===== src/rtl/uart_receive_if.sv =====
// rtl/uart_receive_if.sv - serial line in, received byte and status strobes out
interface uart_receive_if;
  logic       rx_wire_in;
  logic [7:0] data_byte_out;
  logic       new_data_out;
  logic       framing_error_out;
  logic       busy_out;

  modport master (
    output rx_wire_in,
    input  data_byte_out, new_data_out, framing_error_out, busy_out
  );

  modport slave (
    input  rx_wire_in,
    output data_byte_out, new_data_out, framing_error_out, busy_out
  );
endinterface


===== src/rtl/uart_receive.sv =====
// rtl/uart_receive.sv - 8N1 UART receiver: mid-bit sampling, one-cycle byte and
// framing-error strobes
module uart_receive #(
  parameter int INPUT_CLOCK_FREQ = 100_000_000,
  parameter int BAUD_RATE        = 460800
) (
  input  logic          clk_in,
  input  logic          rst_in,
  uart_receive_if.slave rx_if
);
  localparam int BAUD_BIT_PERIOD = INPUT_CLOCK_FREQ / BAUD_RATE;
  localparam int HALF_PERIOD     = BAUD_BIT_PERIOD / 2;
  localparam int CW              = $clog2(BAUD_BIT_PERIOD) + 1;
  localparam logic [CW-1:0] HALF_LAST = CW'(HALF_PERIOD - 1);
  localparam logic [CW-1:0] BIT_LAST  = CW'(BAUD_BIT_PERIOD - 1);

  typedef enum logic [2:0] {IDLE, START, DATA, STOP, WAIT_HIGH} state_e;

  state_e        state_q, state_d;
  logic [CW-1:0] cnt_q, cnt_d;
  logic [2:0]    bit_cnt_q, bit_cnt_d;
  logic [7:0]    shift_q, shift_d;
  logic [7:0]    data_q, data_d;
  logic          new_q, new_d;
  logic          fe_q, fe_d;
  logic          meta_q, sync_q;
  logic [1:0]    settle_q;
  logic          armed_q;

  // The synchronizer's reset value of 1 is not a real observation of the line,
  // so a start is only armed once rx_sync has been seen high after it settles.
  always_ff @(posedge clk_in) begin
    if (rst_in) begin
      state_q   <= IDLE;
      cnt_q     <= '0;
      bit_cnt_q <= '0;
      shift_q   <= '0;
      data_q    <= '0;
      new_q     <= 1'b0;
      fe_q      <= 1'b0;
      meta_q    <= 1'b1;
      sync_q    <= 1'b1;
      settle_q  <= '0;
      armed_q   <= 1'b0;
    end else begin
      state_q   <= state_d;
      cnt_q     <= cnt_d;
      bit_cnt_q <= bit_cnt_d;
      shift_q   <= shift_d;
      data_q    <= data_d;
      new_q     <= new_d;
      fe_q      <= fe_d;
      meta_q    <= rx_if.rx_wire_in;
      sync_q    <= meta_q;
      settle_q  <= {settle_q[0], 1'b1};
      armed_q   <= armed_q | (settle_q[1] & sync_q);
    end
  end

  always_comb begin
    state_d = state_q;
    unique case (state_q)
      IDLE:      if (!sync_q && armed_q) state_d = START;
      START:     if (cnt_q == HALF_LAST) state_d = sync_q ? IDLE : DATA;
      DATA:      if (cnt_q == BIT_LAST && bit_cnt_q == 3'd7) state_d = STOP;
      STOP:      if (cnt_q == BIT_LAST) state_d = sync_q ? IDLE : WAIT_HIGH;
      WAIT_HIGH: if (sync_q) state_d = IDLE;
      default:   state_d = IDLE;
    endcase
  end

  always_comb begin
    cnt_d     = cnt_q + 1'b1;
    bit_cnt_d = bit_cnt_q;
    shift_d   = shift_q;
    data_d    = data_q;
    new_d     = 1'b0;
    fe_d      = 1'b0;
    if (state_d != state_q || state_q == IDLE || state_q == WAIT_HIGH) begin
      cnt_d = '0;
    end
    if (state_q == START && state_d == DATA) begin
      bit_cnt_d = '0;
    end
    if (state_q == DATA && cnt_q == BIT_LAST) begin
      cnt_d     = '0;
      shift_d   = {sync_q, shift_q[7:1]};
      bit_cnt_d = bit_cnt_q + 3'd1;
    end
    if (state_q == STOP && cnt_q == BIT_LAST) begin
      new_d = sync_q;
      fe_d  = ~sync_q;
      if (sync_q) data_d = shift_q;
    end
  end

  assign rx_if.data_byte_out     = data_q;
  assign rx_if.new_data_out      = new_q;
  assign rx_if.framing_error_out = fe_q;
  assign rx_if.busy_out          = (state_q != IDLE);
endmodule

===== src/flat_wrapper.sv =====
// flat-port wrapper written by rule: the top's interface ports become plain ports
module uart_receive_flat 
#(
  parameter int INPUT_CLOCK_FREQ = 100_000_000,
  parameter int BAUD_RATE        = 460800
)
  (clk_in, rst_in, rx_if_rx_wire_in, rx_if_data_byte_out, rx_if_new_data_out, rx_if_framing_error_out, rx_if_busy_out);
  uart_receive_if rx_if_i ();
  input  logic clk_in;
  input  logic rst_in;
  input wire logic [$bits(rx_if_i.rx_wire_in)-1:0] rx_if_rx_wire_in;
  output wire logic [$bits(rx_if_i.data_byte_out)-1:0] rx_if_data_byte_out;
  output wire logic [$bits(rx_if_i.new_data_out)-1:0] rx_if_new_data_out;
  output wire logic [$bits(rx_if_i.framing_error_out)-1:0] rx_if_framing_error_out;
  output wire logic [$bits(rx_if_i.busy_out)-1:0] rx_if_busy_out;
  assign rx_if_i.rx_wire_in = rx_if_rx_wire_in;
  assign rx_if_data_byte_out = rx_if_i.data_byte_out;
  assign rx_if_new_data_out = rx_if_i.new_data_out;
  assign rx_if_framing_error_out = rx_if_i.framing_error_out;
  assign rx_if_busy_out = rx_if_i.busy_out;
  uart_receive #(.INPUT_CLOCK_FREQ(INPUT_CLOCK_FREQ), .BAUD_RATE(BAUD_RATE)) u_core (.clk_in(clk_in), .rst_in(rst_in), .rx_if(rx_if_i));
endmodule

===== config.mk =====
export PLATFORM = sky130hd
export DESIGN_NAME = uart_receive_flat
export DESIGN_NICKNAME = d
export VERILOG_FILES = /design/src/rtl/uart_receive_if.sv /design/src/rtl/uart_receive.sv /design/src/flat_wrapper.sv
export SDC_FILE = /design/constraint.sdc
export NUM_CORES = 1
export LEC_CHECK = 0
export ABC_AREA = 1
export CORE_MARGIN = 2
export CORE_UTILIZATION = 50
export DETAILED_ROUTE_END_ITERATION = 8
export PLACE_DENSITY_LB_ADDON = 0.12
export SETUP_SLACK_MARGIN = 0.3
export SYNTH_ARGS = -nofsm -noshare
export SYNTH_HDL_FRONTEND = slang
export SYNTH_SLANG_ARGS = --single-unit

===== constraint.sdc =====
create_clock -name clk_in -period 1.3 [get_ports clk_in]
set_input_delay 0.39 -clock clk_in [delete_from_list [all_inputs] [get_ports clk_in]]
set_output_delay 0.39 -clock clk_in [all_outputs]
set_load 0.01 [all_outputs]

; Yosys cells after proc, flatten, opt, wreduce, memory -nomap -nowiden
; Cells that the tools add are included.
[totals]
register_bits = 38
latchBits = 0
ram_bits = 0
romBits = 0
out_inout_bits = 11
word_cells = 52
n_memories = 0
[classes]
addsub = 2
n_mul = 0
div = 0
magnitude_cmp = 0
eq_ne = 9
shifts = 0
n_mux = 11
bitwise = 4
n_reduce_logical = 14
[op_table]
columns = op, n
row1 = two-way mux 3 bit, 8
row2 = case mux 3 bit (5 select lines), 1
row3 = "adder 9 x 1 -> 9 bit, second input constant", 1
row4 = "== test 3 x 2 -> 1 bit, second input constant", 3
row5 = "== test 9 x 7 -> 1 bit, second input constant", 1
row6 = "== test 9 x 8 -> 1 bit, second input constant", 1
row7 = "== test 3 bit, second input constant", 2
row8 = logical AND 1 bit, 5
row9 = "adder 3 x 1 -> 3 bit, second input constant", 1
row10 = "== test 3 x 1 -> 1 bit, second input constant", 1
row11 = zero test 3 bit, 1
row12 = != test 3 bit, 1
row13 = nonzero test 3 bit, 1
row14 = OR reduction 3 bit, 1
row15 = logical OR 1 bit, 2
row16 = two-way mux 2 bit, 1
row17 = NOT 1 bit, 2
row18 = AND reduction 2 bit, 1
row19 = nonzero test 2 bit, 1
row20 = OR reduction 2 bit, 1
row21 = bitwise AND 1 bit, 1
row22 = zero test 1 bit, 1
row23 = two-way mux 1 bit, 1
row24 = OR 1 bit, 1

; Depth between registers and ports, before layout
[depth]
ltp_word = 8
ltp_mapped = 11
mapped_depth_nobuf = 11

; Least setup slack after synthesis
; No wires, ideal clock.
[synth_path]
path_type = flip-flop to flip-flop
from = reg u_core.cnt_q[0]
to = reg u_core.cnt_q[0]
setup_ns = 0.063
arrival_ns = 1.346
required_time_ns = 1.237
path_slack_ns = -0.109
path_stages_with_launch = 12
n_path_buf = 0
cell_sequence = dfxtp_1 inv_1 ha_1 nand2_1 inv_1 nand2_1 nor2_1 nand2_2 nand2_2 o21ai_2 nand2_8 nor2_2
[synth_via]
elab_chain_len = 8
elab_cells_between_ends = 13
classes_between = add/sub (1) / eq/ne (3) / mux (4) / reduce/logical (5)
[synth_lines]
columns = item, line_no
row1 = from (decl), uart_receive.sv:20  ; logic [CW-1:0] cnt_q, cnt_d;
row2 = from (signal assigned), uart_receive.sv:47  ; cnt_q <= cnt_d;
row3 = == test 9 x 8 -> 1 bit, "uart_receive.sv:65, uart_receive.sv:66, uart_receive.sv:85"
row4 = logical AND 1 bit, uart_receive.sv:65  ; DATA: if (cnt_q == BIT_LAST && bit_cnt_q == 3'd7) state_d = STOP;
row5 = two-way mux 3 bit, uart_receive.sv:65
row6 = case mux 3 bit (5 select lines), uart_receive.sv:62  ; unique case (state_q)
row7 = != test 3 bit, uart_receive.sv:79  ; if (state_d != state_q || state_q == IDLE || state_q == WAIT_HIGH) begin
row8 = logical OR 1 bit (2 in a row), uart_receive.sv:79
row9 = OR reduction 3 bit (no line), -
; Parallel ways exist; a longest one is shown, timed or not.
; A chain may end at the register's enable or synchronous reset.

; Worst setup path after layout
[layout_path]
from = reg u_core.cnt_q[1]
to = reg u_core.data_q[0], in the netlist u_core.rx_if.data_byte_out[0]
[layout_via]
elab_chain_len = 3
[layout_lines]
columns = item, line_no
row1 = == test 9 x 8 -> 1 bit, uart_receive.sv:90  ; if (state_q == STOP && cnt_q == BIT_LAST) begin
row2 = logical AND 1 bit, uart_receive.sv:90
row3 = AND reduction 2 bit (no line), -
row4 = to (signal assigned), uart_receive.sv:50  ; data_q <= data_d;
row5 = to (decl), uart_receive.sv:23  ; logic [7:0] data_q, data_d;
; No other way between the ends.

==> flow_summary.yaml <==
sta:
  worst_slack_ns: -0.229
  worst_slew_pin_slew_ns: 0.478
  clock_skew_ns: 0.0145
  rsz0062_at_grt: "yes"
  period_share_pct: 118
  fin_crit_ns: 1.53
  relSlewSlack_pct: 68.1
  tns_ns: -5.49
  maxClockFrequency_mhz: 654
  finalHoldViolCount: 0
  setup_viol: 33
  drv_slew: 0
die:
  rows: 20
  die_x_um: 61.6
  num_io_pins: 14
  start_util_pct: 53.4
  die_y_um: 61.6
  core_mm2: 0.00310
  die-area_mm2: 0.00379
critical_path:
  r2r_end: "u_core.rx_if.data_byte_out[0]"
  cp_max_fo: 6
  reg2reg_from: "u_core.cnt_q[1]"
  worstRegToRegCells: 11
  arrival_ns: 1.80
  crit_type: "flip-flop to flip-flop"
  start_kind: "flip-flop"
  critPathRequiredTime_ns: 1.57
  regToRegSetupSlack_ns: -0.23
  worstSetupEndpointType: "flip-flop"
logic_synthesis:
  yosysSeqAreaShare_pct: 45.9
  synth_warnings: 0
  syn_area_mm2: 0.00166
  yosysUniqueCellTypes: 28
  ys.flop_type: "dfxtp_1"
  synth-edff-count: 0
  synth_cells: 202
  synth_top_area_share_pct: 45.9
  async_reset_ff_share_pct: 0
  post-synth-top-area-cell: "dfxtp_1"
  synth.area.top_cells: "dfxtp_1 (46%), nor2_1 (6.3%), nand2_1 (4.8%)"
  synth_seq_cells: 38
  syn_nets: 209
  synthesis.area_per_instance_um2: 8.20
run_status:
  violations: "negative setup slack"
  status: "finished with violations"
global_routing:
  grtUsageTotal_pct: 28.0
  antenna_found_initial: 0
  grt_max_degree: 15
  overflow: 0
  first_global_vias: 1580
  grt_pass1_wl_um: 7530
place:
  dp.cells: 278
  dpl.hpwl_um: 2450
  port_buffers: 13
  place.gp.congestion: 0.874
  postPlaceCellArea_mm2: 0.00207
min_path:
  holdCritPathClass: "flip-flop to flip-flop"
  holdPathEnd: "u_core.settle_q[1]"
  hold_start: "u_core.settle_q[0]"
  min_path_cells: 2
cells_and_area:
  final_nets: 270
  diodes: 0
  instances_no_fill: 308
  area_growth_pct: 59.6
  drive_gt1_share_pct: 62.5
  fill_cells: 164
  final_area_mm2: 0.00264
cts:
  clock_path_buffers: 2
  postCtsHoldBufs: 0
  clock_sinks: 38
  tritoncts: "built"
  path_clk_slew_ns: 0.13
  clk_latency_ns: 0.36
  cts_max_level: 2
  root_buffer: "clkbuf_4"
  cts_buffers: 5
routing:
  drt_iter0_drc: 108
  drtAntennaViolNets: 0
  wl_per_cell_um: 16.9
  drt-total-wl_um: 5210
  vias_per_cell: 5.18
  vias: 1596
  drc: 0
  drt_first_pass_iters: 4
pwr:
  powerDensity_mw_per_mm2: 733
  ir_drop_uv: 784
  leakagePower_nw: 1.05
run:
  maxCapViolCount: 0
[kinds of logic after synthesis]
| logic type | count (synthesis) | synth area share, % |
|---|---|---|
| flops | 38 | 45.9 |
| fa+ha+maj | 4 | 3.02 |
| xor+xnor | 7 | 3.70 |
| simple gates | 97 | 30.4 |
| buf+inv | 29 | 7.70 |
| compound gates | 27 | 9.21 |
[cells in the final DEF (no fill, tap or decap), types with 3 or more instances in the layout]
| master | instances |
|---|---|
| a21oi_1 | 4 |
| a21oi_2 | 9 |
| buf_12 | 3 |
| buf_2 | 3 |
| buf_4 | 27 |
| buf_6 | 21 |
| clkbuf_4 | 5 |
| dfxtp_1 | 25 |
| dfxtp_2 | 11 |
| inv_1 | 13 |
| inv_2 | 7 |
| inv_4 | 3 |
| nand2_1 | 11 |
| nand2_2 | 17 |
| nand2_4 | 3 |
| nand2_8 | 3 |
| nand3_1 | 9 |
| nand3_2 | 4 |
| nand3_4 | 3 |
| nor2_1 | 22 |
| nor2_2 | 10 |
| nor2_4 | 9 |
| o21ai_2 | 9 |
| xor2_1 | 6 |
[layer usage]
layer  share of wire, %  up-vias  track usage [%]
met5                  0        -                0
met2                 51       51             47.5
met4                4.6        0             14.9
li1                   -      771                -
met1                 40      750             32.2
met3                3.9       24             7.35
[final cells by class]
| class | instances | area (µm²) | share of cell area (%) |
|---|---|---|---|
| inverters | 23 | 104 | 3.93 |
| clock inverters | 2 | 12.5 | 0.473 |
| repair buffers | 57 | 561 | 21.2 |
| repair inverters | 1 | 6.26 | 0.237 |
| clock buffers | 6 | 51.3 | 1.94 |
| well taps | 44 | 55.1 | 2.08 |
| multi-input cells | 137 | 1070 | 40.6 |
| flip-flops and latches | 38 | 782 | 29.6 |
[cells in the mapped netlist (2+ instances only)]
cell type,count
o21ai_0,10
dfxtp_1,38
nand2_2,10
a21oi_1,11
nor2_1,28
buf_6,2
nand4_1,2
ha_1,4
nor2_4,4
nand3_2,2
or2_2,2
buf_1,2
nor2_2,9
a31oi_1,2
nand3_1,14
inv_1,18
nand2_1,21
inv_2,4
nor3_1,3
a21oi_2,3
xor2_1,6
[flip-flops by register name, summed over array words and instances, names as in the netlist]
signal / cells
u_core.armed_q: 1
u_core.bit_cnt_q: 3
u_core.cnt_q: 9
u_core.meta_q: 1
u_core.rx_if.data_byte_out: 8
u_core.rx_if.framing_error_out: 1
u_core.rx_if.new_data_out: 1
u_core.settle_q: 2
u_core.shift_q: 8
u_core.state_q: 3
u_core.sync_q: 1
[how the worst max path moves through the flow]
| stage | to | cells past startpoint | start | slack (ns) |
|---|---|---|---|---|
| 5_1_grt | u_core.cnt_q[0] | 9 | u_core.bit_cnt_q[1] | -0.28 |
| 3_3_place_gp | u_core.cnt_q[1] | 6 | rst_in | -0.25 |
| 2_1_floorplan | u_core.cnt_q[2] | 11 | u_core.cnt_q[0] | -0.02 |
| 6_report | u_core.rx_if.data_byte_out[0] | 11 | u_core.cnt_q[1] | -0.23 |
| 3_5_place_dp | u_core.cnt_q[0] | 6 | rst_in | -0.27 |
| 4_1_cts | rx_if_busy_out | 5 | u_core.state_q[1] | -0.23 |
[what timing repair did]
item / CTS / global route
resized for setup: 122 / 28
pin swaps: 22 / 20
buffers inserted: 9 / 8
endpoints found under the setup margin: 48 / 44
endpoints found under the hold margin: 0 / 0
cloned: 4 / 1
[through the flow]
step / setup WS, ns / utilization [%] / hold slack (ns) / total power, mW
floorplan: -0.0162 / - / 0.388 / 1.24
global placement: -0.245 / 66.6 / 0.398 / 1.27
detailed placement: -0.272 / 66.6 / 0.397 / 1.27
CTS: -0.229 / 79.8 / 0.415 / 1.93
global route: -0.279 / 85.2 / 0.443 / 1.99
finish: -0.229 / 85.2 / 0.416 / 1.94
[power breakdown]
| group | switching (mW) | internal, mW | leakage (nW) | total, mW |
|---|---|---|---|---|
| Combinational | 0.0525 | 0.0328 | 0.699 | 0.0853 |
| Sequential | 0.00411 | 1.17 | 0.315 | 1.17 |
| Clock | 0.420 | 0.260 | 0.0343 | 0.680 |
| Total | 0.476 | 1.46 | 1.05 | 1.94 |
[critical path, cell delays in order, from the launching register on]
cell     delay [ns]
dfxtp_4        0.38
inv_4          0.06
ha_4           0.13
nand2_4        0.06
nor2_4         0.11
buf_6          0.11
nand3_4        0.11
buf_12         0.17
inv_12         0.08
nand2_8        0.06
nand2_1        0.09
a21oi_2        0.07
Power figures use the tool's default switching activity.
